File: config.mk
export PLATFORM = sky130hd
export DESIGN_NAME = kitchen_timer_core
export DESIGN_NICKNAME = d
export VERILOG_FILES = /design/src/rtl/kitchen_timer_pkg.sv /design/src/rtl/kitchen_timer_core_seg7_scan.sv /design/src/rtl/kitchen_timer_core.sv
export SDC_FILE = /design/constraint.sdc
export NUM_CORES = 1
export LEC_CHECK = 0
export BUFFER_PORTS_ARGS = -buffer_cell sky130_fd_sc_hd__buf_4
export CAP_MARGIN = 10
export CELL_PAD_IN_SITES_DETAIL_PLACEMENT = 1
export CELL_PAD_IN_SITES_GLOBAL_PLACEMENT = 2
export CORE_MARGIN = 5
export CORE_UTILIZATION = 39
export CTS_CLUSTER_DIAMETER = 200
export DETAILED_ROUTE_END_ITERATION = 7
export PLACE_DENSITY = 0.88
export SYNTH_ARGS = -nofsm -noshare
export SYNTH_HDL_FRONTEND = slang
export SYNTH_HIERARCHICAL = 1
export SYNTH_SLANG_ARGS = --single-unit
export TNS_END_PERCENT = 50
File: constraint.sdc
create_clock -name clk -period 4.15 [get_ports clk]
set_input_delay 0.2075 -clock clk [delete_from_list [all_inputs] [get_ports clk]]
set_output_delay 0.2075 -clock clk [all_outputs]
set_load 0.03 [all_outputs]
File: src/rtl/kitchen_timer_pkg.sv
// ---------------------------------------------------------------------------
// kitchen_timer_pkg
//   Shared definitions for the kitchen timer core: controller state type,
//   7-segment code table (active-low {g,f,e,d,c,b,a}) and BCD MM:SS helpers.
//   No ports; imported by kitchen_timer_core and its display scanner.
// ---------------------------------------------------------------------------
package kitchen_timer_pkg;

  typedef enum logic [1:0] {
    ST_IDLE    = 2'd0,
    ST_RUNNING = 2'd1,
    ST_PAUSED  = 2'd2,
    ST_EXPIRED = 2'd3
  } timer_state_t;

  localparam logic [6:0] SEG_BLANK = 7'b1111111;

  // Digits 0-9 have a glyph; the six non-BCD codes show nothing.
  localparam logic [6:0] SEG_LUT [16] = '{
    7'b1000000,  // 0
    7'b1111001,  // 1
    7'b0100100,  // 2
    7'b0110000,  // 3
    7'b0011001,  // 4
    7'b0010010,  // 5
    7'b0000010,  // 6
    7'b1111000,  // 7
    7'b0000000,  // 8
    7'b0010000,  // 9
    SEG_BLANK, SEG_BLANK, SEG_BLANK,
    SEG_BLANK, SEG_BLANK, SEG_BLANK
  };

  // A usable preset has every nibble in 0-9 and seconds tens in 0-5.
  function automatic logic bcd_valid_mmss(input logic [7:0] mm, input logic [7:0] ss);
    return (mm[7:4] <= 4'd9) && (mm[3:0] <= 4'd9) &&
           (ss[7:4] <= 4'd5) && (ss[3:0] <= 4'd9);
  endfunction

  // One-second BCD decrement of {min tens, min ones, sec tens, sec ones}.
  // Callers guarantee the value is non-zero, so the final min-tens borrow
  // can never underflow.
  function automatic logic [15:0] bcd_dec_mmss(input logic [15:0] c);
    logic [15:0] d;
    d = c;
    if (d[3:0] != 4'd0) begin
      d[3:0] = d[3:0] - 4'd1;
    end else begin
      d[3:0] = 4'd9;
      if (d[7:4] != 4'd0) begin
        d[7:4] = d[7:4] - 4'd1;
      end else begin
        d[7:4] = 4'd5;
        if (d[11:8] != 4'd0) begin
          d[11:8] = d[11:8] - 4'd1;
        end else begin
          d[11:8]  = 4'd9;
          d[15:12] = d[15:12] - 4'd1;
        end
      end
    end
    return d;
  endfunction

endpackage

File: src/rtl/kitchen_timer_core_seg7_scan.sv
// ---------------------------------------------------------------------------
// kitchen_timer_core_seg7_scan
//   Free-running 4-digit multiplexer. Advances one digit slot every SCAN_DIV
//   clocks (order 0,1,2,3,0...) and registers AN and cathode together so the
//   segment pattern never lags the digit enable.
// Ports:
//   clk, rst_n        clock, asynchronous active-low reset
//   i_digit0..3       BCD digits, 0 = rightmost (seconds ones)
//   i_blank           blank the whole display (all anodes off)
//   o_an              active-low one-hot digit enables
//   o_cathode         active-low segments {g,f,e,d,c,b,a}
// ---------------------------------------------------------------------------
module kitchen_timer_core_seg7_scan
  import kitchen_timer_pkg::*;
#(
  parameter int SCAN_DIV = 100_000
) (
  input  logic       clk,
  input  logic       rst_n,
  input  logic [3:0] i_digit0,
  input  logic [3:0] i_digit1,
  input  logic [3:0] i_digit2,
  input  logic [3:0] i_digit3,
  input  logic       i_blank,
  output logic [3:0] o_an,
  output logic [6:0] o_cathode
);

  localparam int SW = (SCAN_DIV > 1) ? $clog2(SCAN_DIV) : 1;

  logic [SW-1:0] r_scanCnt;
  logic [1:0]    r_slot;
  logic          w_scanWrap;
  logic [1:0]    w_slotNext;
  logic [3:0]    w_digit;

  assign w_scanWrap = (r_scanCnt == SW'(SCAN_DIV - 1));
  assign w_slotNext = w_scanWrap ? (r_slot + 2'd1) : r_slot;

  // The digit is chosen from the slot being entered, so the cathode
  // register receives the glyph that matches the anode it is paired with.
  always_comb begin
    w_digit = i_digit0;
    case (w_slotNext)
      2'd1:    w_digit = i_digit1;
      2'd2:    w_digit = i_digit2;
      2'd3:    w_digit = i_digit3;
      default: w_digit = i_digit0;
    endcase
  end

  // Slot divider plus the output registers; blanking drops every anode and
  // every segment for the whole blanked period.
  always_ff @(posedge clk or negedge rst_n) begin
    if (!rst_n) begin
      r_scanCnt <= '0;
      r_slot    <= 2'd0;
      o_an      <= 4'b1110;
      o_cathode <= 7'b1000000;
    end else begin
      r_scanCnt <= w_scanWrap ? '0 : (r_scanCnt + SW'(1));
      r_slot    <= w_slotNext;
      if (i_blank) begin
        o_an      <= 4'b1111;
        o_cathode <= SEG_BLANK;
      end else begin
        o_an      <= ~(4'b0001 << w_slotNext);
        o_cathode <= SEG_LUT[w_digit];
      end
    end
  end

endmodule

File: src/rtl/kitchen_timer_core.sv
// ---------------------------------------------------------------------------
// kitchen_timer_core
//   BCD MM:SS countdown timer with load/start/pause/clear pulses, a timed
//   alarm output and a blinking 4-digit multiplexed 7-segment display.
// Ports:
//   clk, rst_n              clock, asynchronous active-low reset
//   preset_min, preset_sec  BCD preset {tens, ones}
//   load, start, pause,     single-cycle command pulses
//   clear                   (priority clear > load > start > pause)
//   cathode                 active-low segments {g,f,e,d,c,b,a}
//   AN                      active-low digit enables, AN[0] = seconds ones
//   timeUp                  alarm, high for ALARM_SECS seconds after expiry
//   running                 high while counting down
//   load_err                one-cycle pulse when a preset is rejected
// ---------------------------------------------------------------------------
module kitchen_timer_core
  import kitchen_timer_pkg::*;
#(
  parameter int TICK_DIV   = 100_000_000,
  parameter int SCAN_DIV   = 100_000,
  parameter int ALARM_SECS = 10,
  parameter int BLINK_DIV  = 50_000_000
) (
  input  logic       clk,
  input  logic       rst_n,
  input  logic [7:0] preset_min,
  input  logic [7:0] preset_sec,
  input  logic       load,
  input  logic       start,
  input  logic       pause,
  input  logic       clear,
  output logic [6:0] cathode,
  output logic [3:0] AN,
  output logic       timeUp,
  output logic       running,
  output logic       load_err
);

  localparam int TW = (TICK_DIV > 1)   ? $clog2(TICK_DIV)   : 1;
  localparam int BW = (BLINK_DIV > 1)  ? $clog2(BLINK_DIV)  : 1;
  localparam int AW = (ALARM_SECS > 1) ? $clog2(ALARM_SECS) : 1;

  if (TICK_DIV < 2) begin : g_tickDivCheck
    $error("kitchen_timer_core: TICK_DIV must be at least 2");
  end
  if (SCAN_DIV < 2) begin : g_scanDivCheck
    $error("kitchen_timer_core: SCAN_DIV must be at least 2");
  end
  if (BLINK_DIV < 2) begin : g_blinkDivCheck
    $error("kitchen_timer_core: BLINK_DIV must be at least 2");
  end
  if (ALARM_SECS < 1) begin : g_alarmCheck
    $error("kitchen_timer_core: ALARM_SECS must be at least 1");
  end

  timer_state_t  r_state, w_stateNext;
  logic [15:0]   r_count, w_countNext;
  logic [TW-1:0] r_tickCnt, w_tickNext;
  logic [AW-1:0] r_alarmCnt, w_alarmNext;
  logic [BW-1:0] r_blinkCnt, w_blinkCntNext;
  logic          r_blinkPhase, w_blinkPhaseNext;
  logic          r_timeUp, w_timeUpNext;
  logic          r_running;
  logic          r_loadErr, w_loadErrNext;

  logic          w_tickWrap;
  logic          w_blinkWrap;
  logic          w_alarmLast;
  logic          w_presetOk;
  logic [15:0]   w_decCount;
  logic          w_blank;

  assign w_tickWrap  = (r_tickCnt == TW'(TICK_DIV - 1));
  assign w_blinkWrap = (r_blinkCnt == BW'(BLINK_DIV - 1));
  assign w_alarmLast = (r_alarmCnt == AW'(ALARM_SECS - 1));
  assign w_presetOk  = bcd_valid_mmss(preset_min, preset_sec);
  assign w_decCount  = bcd_dec_mmss(r_count);

  // State and datapath registers. Everything the outside world sees is
  // taken from a flop so the board pins never glitch.
  always_ff @(posedge clk or negedge rst_n) begin
    if (!rst_n) begin
      r_state      <= ST_IDLE;
      r_count      <= 16'h0000;
      r_tickCnt    <= '0;
      r_alarmCnt   <= '0;
      r_blinkCnt   <= '0;
      r_blinkPhase <= 1'b0;
      r_timeUp     <= 1'b0;
      r_running    <= 1'b0;
      r_loadErr    <= 1'b0;
    end else begin
      r_state      <= w_stateNext;
      r_count      <= w_countNext;
      r_tickCnt    <= w_tickNext;
      r_alarmCnt   <= w_alarmNext;
      r_blinkCnt   <= w_blinkCntNext;
      r_blinkPhase <= w_blinkPhaseNext;
      r_timeUp     <= w_timeUpNext;
      r_running    <= (w_stateNext == ST_RUNNING);
      r_loadErr    <= w_loadErrNext;
    end
  end

  // Next-state logic. First the per-state background activity (countdown
  // in RUNNING, alarm and blink timing in EXPIRED), then at most one command
  // overrides it, highest priority first. A lower-priority pulse arriving
  // with a higher one is dropped even if the higher one has no effect.
  always_comb begin
    w_stateNext      = r_state;
    w_countNext      = r_count;
    w_tickNext       = r_tickCnt;
    w_alarmNext      = r_alarmCnt;
    w_blinkCntNext   = r_blinkCnt;
    w_blinkPhaseNext = r_blinkPhase;
    w_timeUpNext     = r_timeUp;
    w_loadErrNext    = 1'b0;

    case (r_state)
      ST_RUNNING: begin
        if (w_tickWrap) begin
          w_tickNext = '0;
          if (r_count != 16'h0000) begin
            w_countNext = w_decCount;
            // Reaching zero expires on the same edge; the tick counter has
            // just wrapped, so it doubles as the alarm-second timer.
            if (w_decCount == 16'h0000) begin
              w_stateNext      = ST_EXPIRED;
              w_alarmNext      = '0;
              w_timeUpNext     = 1'b1;
              w_blinkCntNext   = '0;
              w_blinkPhaseNext = 1'b0;
            end
          end
        end else begin
          w_tickNext = r_tickCnt + TW'(1);
        end
      end
      ST_EXPIRED: begin
        if (w_blinkWrap) begin
          w_blinkCntNext   = '0;
          w_blinkPhaseNext = ~r_blinkPhase;
        end else begin
          w_blinkCntNext = r_blinkCnt + BW'(1);
        end
        if (r_timeUp) begin
          if (w_tickWrap) begin
            w_tickNext = '0;
            if (w_alarmLast) begin
              w_timeUpNext = 1'b0;
              w_alarmNext  = '0;
            end else begin
              w_alarmNext = r_alarmCnt + AW'(1);
            end
          end else begin
            w_tickNext = r_tickCnt + TW'(1);
          end
        end
      end
      default: begin
      end
    endcase

    if (clear) begin
      w_stateNext      = ST_IDLE;
      w_countNext      = 16'h0000;
      w_tickNext       = '0;
      w_alarmNext      = '0;
      w_timeUpNext     = 1'b0;
      w_blinkCntNext   = '0;
      w_blinkPhaseNext = 1'b0;
    end else if (load) begin
      if (r_state != ST_RUNNING) begin
        if (w_presetOk) begin
          w_stateNext      = ST_IDLE;
          w_countNext      = {preset_min, preset_sec};
          w_tickNext       = '0;
          w_alarmNext      = '0;
          w_timeUpNext     = 1'b0;
          w_blinkCntNext   = '0;
          w_blinkPhaseNext = 1'b0;
        end else begin
          w_loadErrNext = 1'b1;
        end
      end
    end else if (start) begin
      if (((r_state == ST_IDLE) || (r_state == ST_PAUSED)) && (r_count != 16'h0000)) begin
        w_stateNext = ST_RUNNING;
        // A fresh run starts a whole second; a resume keeps the partial one.
        if (r_state == ST_IDLE) begin
          w_tickNext = '0;
        end
      end
    end else if (pause) begin
      if (r_state == ST_RUNNING) begin
        w_stateNext      = ST_PAUSED;
        w_countNext      = r_count;
        w_tickNext       = r_tickCnt;
        w_alarmNext      = r_alarmCnt;
        w_timeUpNext     = r_timeUp;
        w_blinkCntNext   = r_blinkCnt;
        w_blinkPhaseNext = r_blinkPhase;
      end
    end
  end

  // The scanner is fed next-cycle values so its registered outputs line up
  // with the state and count registers on the same edge.
  assign w_blank = (w_stateNext == ST_EXPIRED) && w_blinkPhaseNext;

  kitchen_timer_core_seg7_scan #(
    .SCAN_DIV(SCAN_DIV)
  ) u_scan (
    .clk      (clk),
    .rst_n    (rst_n),
    .i_digit0 (w_countNext[3:0]),
    .i_digit1 (w_countNext[7:4]),
    .i_digit2 (w_countNext[11:8]),
    .i_digit3 (w_countNext[15:12]),
    .i_blank  (w_blank),
    .o_an     (AN),
    .o_cathode(cathode)
  );

  assign timeUp   = r_timeUp;
  assign running  = r_running;
  assign load_err = r_loadErr;

endmodule

# Word level (Yosys, flattened, before mapping)
# Memories as Yosys holds them, arrays and structs flattened.
# Index checks and enable logic that the tools add are counted.
# word_totals
register_bits	109
rom_bits	112
out_inout_bits	14
n_memories	1
# op_classes
addsub	9
magnitude_cmp	5
n_eq_ne	14
shift	1
mux	103
bitwise_logic	3
reduce_logical	12
# mem_list
memory	words	width	rd	rd_ports_with_merged_regs	write_ports	line	source
(no name shown)	16	7	1	0	0	kitchen_timer_core_seg7_scan.sv:68	o_cathode <= SEG_LUT[w_digit];
# ops
operator	count
27-bit two-way mux	11
26-bit two-way mux	11
16-bit two-way mux	10
4-bit two-way mux	18
27-bit case mux with 2 select lines	1
26-bit case mux with 2 select lines	1
1-bit two-way mux	28
27-bit by 1-bit adder with 27-bit output (second input constant)	1
27-bit == test (second input constant)	1
26-bit by 1-bit adder with 26-bit output (second input constant)	1
26-bit == test (second input constant)	1
2-bit two-way mux	13
7-bit two-way mux	3
17-bit by 1-bit adder with 17-bit output (second input constant)	1
17-bit == test (second input constant)	1
17-bit two-way mux	1
16-bit logical NOT	1
16-bit nonzero test	1
4-bit by 1-bit subtractor with 4-bit output (second input constant)	4
4-bit <= comparator (second input constant)	3
12-bit two-way mux	1
4-bit case mux with 3 select lines	1
4-bit nonzero test	3
2-bit == test (second input constant)	5
18 further kinds	25

# Depth between registers and ports, before layout
# logic_depth
ltp_word	18
depth_mapped	16

# Modules after synthesis
# The synthesis kept the hierarchy.
# by_module_without_submodules
module	instances	cells_each	area_each_um2
kitchen_timer_core	1	679	5551.6
kitchen_timer_core_seg7_scan	1	178	1765.4

# Worst setup path before layout
# OpenSTA, ideal clock, no wires.
# synth_timing
path_type	flip-flop to flip-flop
startpoint	reg r_tickCnt[9]
endpoint	reg u_scan.o_cathode[5]
setup_time_ps	126
arrival_time_ps	3262
t_required_ps	4024
path_slack_ps	763
path_stages_with_launch	13
n_path_buf	1
path_cell_list	dfrtp_1 > or4b_2 > nor4_2 > nand4_1 > o31a_1 > or4_1 > o31ai_1 > nand2b_1 > mux2i_1 > a211o_1 > buf_6 > o211a_1 > o21ai_1
# synth_via
elab_chain_len	14
elab_cells_between_ends	37
classes_between	eq/ne: 2; mux: 32; bitwise: 1; reduce/logical: 1; memory: 1
# synth_lines
item	line	source
start: declaration	kitchen_timer_core.sv:58	logic [TW-1:0] r_tickCnt, w_tickNext;
start signal: assignment	kitchen_timer_core.sv:95	r_tickCnt <= w_tickNext;
27-bit == test *	kitchen_timer_core.sv:73	assign w_tickWrap = (r_tickCnt == TW'(TICK_DIV - 1));
16-bit two-way mux *	kitchen_timer_core.sv:121	if (w_tickWrap) begin
16-bit two-way mux *	kitchen_timer_core.sv:119	case (r_state)
16-bit two-way mux	kitchen_timer_core.sv:195	if (r_state == ST_RUNNING) begin
16-bit two-way mux	kitchen_timer_core.sv:194	end else if (pause) begin
16-bit two-way mux	kitchen_timer_core.sv:186	end else if (start) begin
16-bit two-way mux *	kitchen_timer_core.sv:172	end else if (load) begin
16-bit two-way mux *	kitchen_timer_core.sv:164	if (clear) begin
via w_countNext[11]	kitchen_timer_core.sv:57	logic [15:0] r_count, w_countNext;
4-bit case mux with 3 select lines *	kitchen_timer_core_seg7_scan.sv:44	case (w_slotNext)
4-bit NOT with 5-bit output (not written as such) *	kitchen_timer_core_seg7_scan.sv:68	
memory 16 x 7 bit *	n/a	
7-bit two-way mux (not written as such) * (2 in series)	kitchen_timer_core_seg7_scan.sv:68	
7-bit two-way mux *	kitchen_timer_core_seg7_scan.sv:63	if (i_blank) begin
end signal: assignment	kitchen_timer_core_seg7_scan.sv:68	
end: declaration	kitchen_timer_core_seg7_scan.sv:26	output logic [6:0] o_cathode
# Mark *: on every way through the listed nets, which the timed path passes. The rest lies on a longest branch. The select of a mux whose other input is x is not followed.
# A chain may end at the register's enable or synchronous reset.

# Final worst setup path
# layout_timing
startpoint	reg r_count[13]
endpoint	reg u_scan.o_cathode[6]
# layout_via
elab_cells_between_ends	48
classes_between	add/sub: 1; eq/ne: 1; mux: 40; bitwise: 1; reduce/logical: 4; memory: 1
# layout_lines
item	line	source
start: declaration	kitchen_timer_core.sv:57	
start signal: assignment	kitchen_timer_core.sv:94	r_count <= w_countNext;
16-bit nonzero test *	kitchen_timer_core.sv:123	if (r_count != 16'h0000) begin
16-bit two-way mux *	kitchen_timer_core.sv:123	
16-bit two-way mux *	kitchen_timer_core.sv:121	
16-bit two-way mux *	kitchen_timer_core.sv:119	
16-bit two-way mux	kitchen_timer_core.sv:195	
16-bit two-way mux	kitchen_timer_core.sv:194	
16-bit two-way mux	kitchen_timer_core.sv:186	
16-bit two-way mux *	kitchen_timer_core.sv:172	
16-bit two-way mux *	kitchen_timer_core.sv:164	
via w_countNext[4]	kitchen_timer_core.sv:57	
4-bit case mux with 3 select lines *	kitchen_timer_core_seg7_scan.sv:44	
4-bit NOT with 5-bit output (not written as such) *	kitchen_timer_core_seg7_scan.sv:68	
memory 16 x 7 bit *	n/a	
7-bit two-way mux (not written as such) * (2 in series)	kitchen_timer_core_seg7_scan.sv:68	
7-bit two-way mux *	kitchen_timer_core_seg7_scan.sv:63	
# Marked as above.

==> results.ini <==
[yosys]
synthFlopType=dfrtp_1
syn_area_um2=7320
synth-seq-cells=109
ys_seq_area_share_pct=37.3
async_flop_share_pct=100
ys_types=83
synth_top_area_share_pct=35.9
synth.area.top_cells=dfrtp_1 36%, o21ai_0 4.4%, nand2_1 4.3%
netlist_top_cells_count=105 x dfrtp_1, 84 x nand2_1, 71 x nor2_1
synth_edf_count=0
yosysWarnings=6
synth.most_common_cell=dfrtp_1
syn_inst=857
syn-num-nets=889
yosysTopAreaCell=dfrtp_1
avgSynthCellArea_um2=8.54

[global_routing]
antenna_found_initial=0
overflow=0
grt_pass1_wl_um=39700
grt_max_degree=53
grt.total_usage_pct=22.4
first_global_vias=7310

[critical_path]
worstPathArrival_ns=4.17
end_kind=register
path_class=reg2reg
r2r_start=r_count[13]
cp_cell_sequence=inv_1, ha_1, or3b_2, o31a_1, nand4_1, buf_4, a211oi_1, a21oi_1, nor2_1, mux2i_1, nor2_1, mux2_2, a211oi_4, inv_1, ha_1, nor4_1, a31oi_1
cp_slowest_cell=or3b_2
critPathMaxFanout=8
cp-start-kind=register
slowest_delay_ns=0.49
cp_data_required_time_ns=4.45
crit_family=simple AND/OR/NAND/NOR gates
crit_path_start=r_count[13]
cp_num_buf_inv=3

[floorplan]
initial_utilization_pct=39.4
dieHeight_um=147
die_x_um=147
dieArea_um2=21600
coreArea_um2=18600
pin_count=36
num_rows=50

[clock_network]
cts_tree=built
cts.sinks=109
clkTransAtPathRegs_ns=0.10
htreeDepth=3
cts_made_buffers=9
cts_buffer_depth=2
clkLatencyLatePin_ns=0.37
post-cts-setup-buffers=0
cts-root-buf=clkbuf_16

[final_layout]
layout-drive-gt1-share_pct=13.4
antennaDiodeCount=0
fin_cells=1120
final_nets=913
post-route-util_pct=44.0
syn2layout_area_growth_pct=11.8

[status]
outcome=complete, no violations

[timing]
fin_skew_ns=0.0216
holdWs_ns=0.122
rsz0062_at_grt=true
timing.fmax_mhz=258
setup-violations-final=0
finalHoldViolations=0
slew_headroom_pct=31.0
min_period_ns=3.87
period_share_pct=93.4
slew_violations=0
worst_pin_slew_ns=1.02
fin_tns_setup_ns=0

[drt]
dr_wl_met2_um=11000
wl_per_cell_um=21.1
m1WireLength_um=11100
vias=7041
routed_via_density=6.29
drtAntennaViolNets=0
drc=0
totalWireLength_um=23600
first_iter_violations=504
top_layer=met4
dr.pass1.iters=5
met3WireLength_um=1010

[power]
power_density_nw_per_um2=307
ir_worst_vdd_v=0.000183
p_leak_nw=3.30

[placed_design]
gp_congestion=0.870
port_buffers=35
place_hpwl_um=17000
place_inst=1103

[job]
drv_cap=0

[hold_path]
hold_start=clear
hold_path_class=in2reg

-- stage by stage --
step	total power [mW]	cell area [µm²]	setup WS, ns
2_1_floorplan	1.42	7320	0.763
3_3_place_gp	1.57	7840	0.359
3_5_place_dp	1.58	7840	0.270
4_1_cts	2.54	8170	0.252
5_1_grt	2.63	8180	-0.0341
6_report	2.51	8180	0.276
-- layout make-up --
type                       count  area, µm²
sequential                   109       2730
tap                          234        293
clock buffer                   9        225
clock inverter                 7       96.3
multi-input combinational    674       4270
inverter                      26        103
fill                        2218      10400
timing repair buffer          61        460
-- metal layers --
| layer | global-route usage, % | up-vias |
|---|---|---|
| li1 | - | 3286 |
| met2 | 35.9 | 176 |
| met4 | 5.50 | 0 |
| met5 | 0 | - |
| met1 | 31.6 | 3544 |
| met3 | 3.95 | 35 |
-- flip-flops by register name, indices dropped and copies added (netlist names) --
register	count
r_alarmCnt	4
load_err	1
r_count	16
u_scan/o_cathode	7
r_blinkPhase	1
r_blinkCnt	26
u_scan/r_scanCnt	17
r_state	2
u_scan/r_slot	2
u_scan/o_an	4
timeUp	1
r_tickCnt	27
running	1
-- cell usage in the layout (no fill, tap or decap), types with 23 or more instances in the layout --
master and n:
a31oi_1 23, inv_1 25, nand3_1 40, nand2_1 84
buf_4 60, dfrtp_1 105, nor2_1 71, o21ai_0 64
nand4_1 30, nor3_1 27, a21oi_1 45
-- final timing paths --
kind,endpoint,slack (ns),cells after the start
worst max register to register,u_scan/o_cathode[6],0.28,17
max in group asynchronous,r_tickCnt[6],2.79,3
worst min register to register,u_scan/r_scanCnt[0],0.49,1
worst max-delay path,u_scan/o_cathode[6],0.28,17
min in group asynchronous,r_count[2],0.38,2
worst min-delay path,load_err,0.12,2
-- logic make-up (layout without fill, tap and decap cells) --
logic type / Yosys count / after routing / synth area share [%]
DFF: 109 / 109 / 37.3
AOI/OAI and AO/OA: 240 / 240 / 22.2
muxes: 30 / 30 / 4.24
adders and majority gates: 10 / 10 / 1.71
and+or+nand+nor: 374 / 374 / 27.6
buffers and inverters: 74 / 103 / 4.51
xor gates and xnor gates: 20 / 20 / 2.39
-- power by group --
part / internal (mW) / switching [mW] / total (mW)
logic: 0.144 / 0.254 / 0.398
clock network: 0.449 / 0.502 / 0.951
registers: 1.10 / 0.0616 / 1.16
-- what timing repair did --
action / CTS / global route
endpoints found under the hold margin: 46 / 0
resized for setup: 0 / 2
hold buffers: 1 / 0
setup endpoints to repair: 0 / 5
Note: power is estimated with default switching activity, not from simulation.
